<file path="config.mk">
export PLATFORM = sky130hd
export DESIGN_NAME = fib_sequencer
export DESIGN_NICKNAME = d
export VERILOG_FILES = /design/src/rtl/fib_sequencer.sv
export SDC_FILE = /design/constraint.sdc
export NUM_CORES = 1
export LEC_CHECK = 0
export CORE_ASPECT_RATIO = 0.9
export CORE_MARGIN = 2
export CORE_UTILIZATION = 30
export DETAILED_ROUTE_END_ITERATION = 16
export DONT_BUFFER_PORTS = 1
export GPL_ROUTABILITY_DRIVEN = 0
export PLACE_DENSITY_LB_ADDON = 0.12
export SETUP_SLACK_MARGIN = 0.05
export SYNTH_ARGS = -nofsm -noshare
export SYNTH_HDL_FRONTEND = slang
export SYNTH_SLANG_ARGS = --single-unit
</file>
<file path="constraint.sdc">
create_clock -name clk_i -period 8.2 [get_ports clk_i]
set_clock_uncertainty 0.05 [all_clocks]
set_input_delay 0.82 -clock clk_i [delete_from_list [all_inputs] [get_ports clk_i]]
set_output_delay 0.82 -clock clk_i [all_outputs]
set_load 0.02 [all_outputs]
</file>
<file path="src/rtl/fib_sequencer.sv">
// ---------------------------------------------------------------------------
// fib_sequencer
//
// Purpose:
//   Multi-cycle controller that drives a shared combinational ALU to compute
//   the n-th term of a Fibonacci-style sequence F(k) = F(k-1) + F(k-2),
//   starting from the seeds F(0)=f0 and F(1)=f1. One ADD is issued per clock.
//   The ALU result is captured back into the internal a/b term registers.
//   A start/done handshake connects it to the board I/O.
//
// Build option:
//   FIB_OVF_DETECT_EN - when defined, an unsigned wrap of an ADD ends the run
//                       early. result then holds the last term that fit, and
//                       ovf is raised. When undefined, sums wrap modulo 2^W
//                       and ovf_o is tied low. The port list is the same in
//                       both builds.
//
// Ports:
//   clk_i      in   1     clock, rising edge
//   rst_i      in   1     asynchronous, active-high reset
//   start_i    in   1     request, sampled only in IDLE
//   f0_i       in   W     seed F(0), latched on an accepted start
//   f1_i       in   W     seed F(1), latched on an accepted start
//   n_i        in   CW    index of the requested term, latched on an accepted start
//   alu_op_o   out  OPW   ALU opcode (always OP_ADD)
//   alu_a_o    out  W     ALU operand A (a in RUN, otherwise 0)
//   alu_b_o    out  W     ALU operand B (b in RUN, otherwise 0)
//   alu_c_i    in   W     ALU result, combinational from alu_a/alu_b/alu_op
//   busy_o     out  1     high in RUN and FIN
//   done_o     out  1     one-cycle pulse, result_o valid
//   result_o   out  W     F(n), held until the next accepted start
//   ovf_o      out  1     overflow flag, valid with done_o
//
// States:
//   state  | meaning
//   IDLE   | waiting for start_i; the ALU operands are parked at 0
//   RUN    | one ADD per cycle, with a <= b and b <= a + b
//   FIN    | result is valid and done is high for exactly one cycle
// ---------------------------------------------------------------------------
module fib_sequencer #(
  parameter int                W      = 8,
  parameter int                CW     = 8,
  parameter int                OPW    = 3,
  parameter logic [OPW-1:0]    OP_ADD = OPW'(4)
) (
  input  logic           clk_i,
  input  logic           rst_i,
  input  logic           start_i,
  input  logic [W-1:0]   f0_i,
  input  logic [W-1:0]   f1_i,
  input  logic [CW-1:0]  n_i,
  output logic [OPW-1:0] alu_op_o,
  output logic [W-1:0]   alu_a_o,
  output logic [W-1:0]   alu_b_o,
  input  logic [W-1:0]   alu_c_i,
  output logic           busy_o,
  output logic           done_o,
  output logic [W-1:0]   result_o,
  output logic           ovf_o
);

  typedef enum logic [1:0] {
    S_IDLE = 2'd0,
    S_RUN  = 2'd1,
    S_FIN  = 2'd2
  } state_e;

  state_e        state_q,  state_d;
  logic [W-1:0]  a_q,      a_d;
  logic [W-1:0]  b_q,      b_d;
  logic [CW-1:0] cnt_q,    cnt_d;
  logic [CW-1:0] n_q,      n_d;
  logic [W-1:0]  result_q, result_d;
  logic          busy_q,   busy_d;
  logic          done_q,   done_d;
  logic [W-1:0]  alu_a_q,  alu_a_d;
  logic [W-1:0]  alu_b_q,  alu_b_d;
`ifdef FIB_OVF_DETECT_EN
  logic          ovf_q,    ovf_d;
`endif

  always_comb begin
    state_d  = state_q;
    a_d      = a_q;
    b_d      = b_q;
    cnt_d    = cnt_q;
    n_d      = n_q;
    result_d = result_q;
`ifdef FIB_OVF_DETECT_EN
    ovf_d    = ovf_q;
`endif

    unique case (state_q)
      S_IDLE: begin
        if (start_i) begin
          a_d   = f0_i;
          b_d   = f1_i;
          cnt_d = CW'(1);
          n_d   = n_i;
`ifdef FIB_OVF_DETECT_EN
          ovf_d = 1'b0;
`endif
          // F(0) and F(1) are the seeds themselves, so no ADD is needed.
          if (n_i < CW'(2)) begin
            result_d = (n_i == '0) ? f0_i : f1_i;
            state_d  = S_FIN;
          end else begin
            state_d  = S_RUN;
          end
        end
      end

      S_RUN: begin
        a_d   = b_q;
        b_d   = alu_c_i;
        cnt_d = cnt_q + CW'(1);
`ifdef FIB_OVF_DETECT_EN
        // For unsigned operands, a sum that wrapped is always smaller than
        // either addend. In that case b is the last term that still fit.
        if (alu_c_i < b_q) begin
          result_d = b_q;
          ovf_d    = 1'b1;
          state_d  = S_FIN;
        end else
`endif
        // cnt counts the term held in b. The ADD in this cycle therefore
        // produces term cnt+1, and that is F(n) when cnt == n-1. Since n <= 2^CW-1,
        // cnt stops at 2^CW-2 and never wraps.
        if (cnt_q == n_q - CW'(1)) begin
          result_d = alu_c_i;
          state_d  = S_FIN;
        end
      end

      S_FIN: begin
        state_d = S_IDLE;
      end

      default: begin
        state_d = S_IDLE;
      end
    endcase

    // The outputs are registered from next-state values, so they stay Moore
    // with respect to state_q without an output decode after the flops.
    busy_d  = (state_d != S_IDLE);
    done_d  = (state_d == S_FIN);
    alu_a_d = (state_d == S_RUN) ? a_d : '0;
    alu_b_d = (state_d == S_RUN) ? b_d : '0;
  end

  always_ff @(posedge clk_i or posedge rst_i) begin
    if (rst_i) begin
      state_q  <= S_IDLE;
      a_q      <= '0;
      b_q      <= '0;
      cnt_q    <= '0;
      n_q      <= '0;
      result_q <= '0;
      busy_q   <= 1'b0;
      done_q   <= 1'b0;
      alu_a_q  <= '0;
      alu_b_q  <= '0;
`ifdef FIB_OVF_DETECT_EN
      ovf_q    <= 1'b0;
`endif
    end else begin
      state_q  <= state_d;
      a_q      <= a_d;
      b_q      <= b_d;
      cnt_q    <= cnt_d;
      n_q      <= n_d;
      result_q <= result_d;
      busy_q   <= busy_d;
      done_q   <= done_d;
      alu_a_q  <= alu_a_d;
      alu_b_q  <= alu_b_d;
`ifdef FIB_OVF_DETECT_EN
      ovf_q    <= ovf_d;
`endif
    end
  end

  assign alu_op_o = OP_ADD;
  assign alu_a_o  = alu_a_q;
  assign alu_b_o  = alu_b_q;
  assign busy_o   = busy_q;
  assign done_o   = done_q;
  assign result_o = result_q;
`ifdef FIB_OVF_DETECT_EN
  assign ovf_o    = ovf_q;
`else
  assign ovf_o    = 1'b0;
`endif

endmodule

</file>
# Word-level counts from Yosys, hierarchy flattened
# Cells that the tools add are included.
# word_totals
ff_bits,60
latch_bits,0
ramBits,0
romBits,0
output_inout_bits,30
elab_cells,44
mem_count,0
# op_classes
n_addsub,2
mul,0
n_div,0
order_cmp,1
n_eq_ne,7
shift,0
muxes,17
n_bitwise,0
n_reduce_logical,7
# ops
cell,count
$mux W8,9
$pmux W8 S2,4
$add A8 B1 Y8 const B,1
$eq A8 B8 Y1,1
$logic_not A8 Y1,1
$lt A8 B2 Y1 const B,1
$sub A8 B1 Y8 const B,1
$mux W2,3
$ne A2 B2 Y1 const B,3
$eq A2 B1 Y1 const B,2
$pmux W2 S2,1
$reduce_and A2 Y1,2
$reduce_and A4 Y1,1
$reduce_bool A2 Y1,2
$eq A2 B2 Y1 const B,1
$logic_not A2 Y1,1

# Longest topological paths before layout
# logic_depth
word_depth,6
ltp_mapped,9
mapped_depth_nobuf,8

# Worst setup path after synthesis
# OpenSTA, ideal clock, no wires.
# synth_path
kind,register to register
start,reg n_q[0]
end,reg result_q[0] (netlist: result_o[0])
setup_time_ns,0.125
t_arrival_ns,2.606
t_required_ns,8.025
path_slack_ns,5.419
stages_incl_launch_ff,9
synth_period_minus_slack_ns,2.781
path_cell_list,dfrtp_1 -> inv_1 -> ha_1 -> or3b_1 -> or4_4 -> a2111oi_4 -> o211ai_2 -> o22ai_4 -> mux2_2
# synth_via
elab_chain_cells,4
# synth_rtl
element,line,text
"start, declared",72,"logic [CW-1:0] n_q, n_d;"
"start signal, assigned",172,n_q <= n_d;
$sub A8 B1 Y8,129,if (cnt_q == n_q - CW'(1)) begin
$eq A8 B8 Y1,129,
$ne A2 B2 Y1 (no line),n/a,
$reduce_and A4 Y1 (no line),n/a,
"end signal, assigned",173,result_q <= result_d;
"end, declared",73,"logic [W-1:0] result_q, result_d;"
# No other way between the ends.
# A chain may end at the register's enable or synchronous reset.

# Worst setup path after layout
# layout_path
start,reg n_q[0]
end,reg result_q[1] (netlist: result_o[1])
# The elaborated chain is that of the path after synthesis.

==> results.txt <==
Cell taking the most area after synthesis: dfrtp_1
Clock Pin Slew Worst Setup and Hold Paths: 0.07 ns
Pwr Total: 1.22 mW
Post-route ant nets: 0
Area grow syn2layout: 9.90%
Hpwl dp: 4.80 mm
Slew at the pin closest to its max-slew limit: 1.03 ns
PD cells: 384 nW/µm²
Via count: 1955
Library cells used by synthesis: 44
Final hold viol count: 0
Die area: 10400 µm²
Max Clk Rate: 331 MHz
DRT iter0 DRCs: 109
Core area: 9210 µm²
CTS buffer count: 9
Yosys Warn Count: 0
Initial antenna violation count: 0
Vias in the first global route: 1892
Run status: complete, no violations
Relative slew margins: 30.9%
Site Rows: 33
Post-Route Setup TNS: 0 ns
Worst path bufs/invs: 1
CP cell instances: inv_1 -> ha_1 -> or3b_1 -> or4_4 -> a2111oi_4 -> o211ai_2 -> o22ai_4 -> mux2_2
Synth Cell Area: 2880 µm²
CP peak stage delay: 0.45 ns
Mean Syn Cell Area: 10.6 µm²
Final instance area: 3170 µm²
TritonRoute pass-1 iters: 4
Worst Hold Class: flop to flop
Post-layout util: 34.4%
DRC Markers: 0
PortBufs: 0
WS Path Type: flop to flop
Crit path max-delay family: compound AO/OA/AOI/OAI gates
Hold_buf cts: 0
Async set-or-reset flop fraction in the synthesized netlist: 100%
Total track usage: 14.4%
Post-CTS Setup Bufs: 0
CTS root buf: clkbuf_8
CTS tree: yes
Max VDD drop: 86.9 µV
H-tree Lvls: 3
ANT cells: 0
Top FF cell, synth: dfrtp_1
Grt ovf: 0
Arr. time, crit path: 3.19 ns
Max-cap violation count: 0
CP max FO: 9
Max-slew violation count: 0
Yosys top cell area share: 52.1%
Min Clock Period, post-route: 3.02 ns
CTS resizes: 0
Post-Syn Instances: 273
RSZ-0062 raised after global routing: no
Pin count of the biggest net entering global routing: 61
Lkg Pwr: 1.27 nW
Post-synthesis register bit count: 60
Endpoints failing setup: 0
CTS Buffer Depth: 2
Critical path startpoint category: flop
Critical Path RT: 8.37 ns
Synth area leaders: dfrtp_1 (52%), mux2_2 (5.5%), o21ai_0 (5.2%)
Via density: 4.91
Drt total wl: 7.08 mm
EDFF count, synth: 0
Share of the yosys chip area belonging to registers: 52.1%
Setup crit end kind: flop
Die W: 107 µm
Share of cells above drive strength 1: 15.2%
First-pass GRT wire length: 11.2 mm
DP Area: 2970 µm²
Clock Sinks: 60
Mean routed wirelength per cell: 17.8 µm
Tcrit/Tclk final: 36.8%
Die Span Y: 97.0 µm
Worst skew pair latency: 0.34 ns
Nets: 308
Io pins: 65
Crit path max-delay cell type: or4_4
Initial core utilization: 31.3%
-- worst paths after layout --
kind / start / depth (start not counted) / slack [ns] / endpoint
setup / recovery: n_q[0] / 8 / 5.18 / result_o[1]
min in group asynchronous: rst_i / 2 / 0.54 / busy_o
hold reg to reg: a_q[7] / 2 / 0.44 / a_q[7]
hold / removal: a_q[7] / 2 / 0.44 / a_q[7]
max in group asynchronous: rst_i / 2 / 7.05 / n_q[0]
setup reg to reg: n_q[0] / 8 / 5.18 / result_o[1]
-- cell usage in the layout, fill, tap and decap left out, types with 2 or more instances in the layout --
| cell type | instances |
|---|---|
| a21oi_1 | 7 |
| a22oi_1 | 16 |
| buf_4 | 3 |
| clkbuf_8 | 10 |
| clkinv_2 | 2 |
| clkinvlp_4 | 2 |
| conb_1 | 4 |
| dfrtp_1 | 60 |
| ha_1 | 2 |
| inv_1 | 6 |
| mux2_2 | 14 |
| mux2i_1 | 8 |
| nand2_1 | 29 |
| nand3_1 | 3 |
| nor2_1 | 17 |
| nor2b_1 | 16 |
| nor3_1 | 4 |
| nor4_1 | 2 |
| o21ai_0 | 30 |
| or4_1 | 2 |
| xnor2_1 | 12 |
| xor2_1 | 2 |
-- cell families after synthesis --
family,Yosys count,synth area share (%)
buffers and inverters,26,4.56
AND/OR/NAND/NOR,83,14.4
XOR/XNOR,14,4.26
flip-flops,60,52.1
AO/OA/AOI/OAI,64,15.3
adder cells (fa/ha/maj),2,0.868
other,2,0.261
multiplexers,22,8.25
-- area by class of cell --
cell class,count,area [µm²]
clock buffer,10,138
tap,122,153
timing repair buffer,3,22.5
fill,938,6040
inverter,8,30.0
clock inverter,6,63.8
multi-input combinational,189,1260
sequential,60,1500
-- stage by stage --
stage               instances  setup WS [ns]  hold slack [ns]
floorplan                 275           5.42            0.396
global placement          382           4.91            0.420
detailed placement        382           4.93            0.431
CTS                       398           5.16            0.446
global route              398           5.00            0.468
finish                    398           5.18            0.443
-- where the power goes --
| group | total [mW] | leakage [nW] | switching [mW] | internal, mW |
|---|---|---|---|---|
| Sequential | 0.596 | 0.724 | 0.177 | 0.420 |
| Combinational | 0.346 | 0.443 | 0.184 | 0.162 |
| Clock | 0.273 | 0.0983 | 0.125 | 0.148 |
| Total | 1.22 | 1.27 | 0.486 | 0.730 |
-- cell usage after synthesis (2+ instances only) --
master and n:
clkbuf_1 10, buf_4 5, conb_1 2, nor2b_1 17, nand3_1 3, nand2_1 29, nor3_1 4, or4_1 2
nor4_1 2, mux2_2 14, ha_1 2, a22oi_1 16, mux2i_1 8, nor2_1 17, xor2_1 2, o21ai_0 30
dfrtp_1 60, xnor2_1 12, a21oi_1 7, inv_1 7
-- state kept, by name, summed over array words and instances (netlist names) --
signal and flops:
a_q 8, alu_a_o 8, alu_b_o 8, b_q 8, cnt_q 8, n_q 8
result_o 8, state_q 2, busy_o 1, done_o 1
-- worst min-delay path, delay by kind of cell (launching register included) --
family	cells	cell delay (ns)
AOI/OAI and AO/OA	1	0.08
and+or+nand+nor	1	0.04
DFF	1	0.33
-- routing by layer --
metal  up-vias  share of wire (%)  global-route usage, %
met1       946                 48                   20.5
met3         8                7.6                   4.65
met2        60                 43                   19.7
li1        941                  -                      -
met5         -                  0                      0
met4         0                1.3                   6.29
Note: power is estimated with default switching activity, not from simulation.
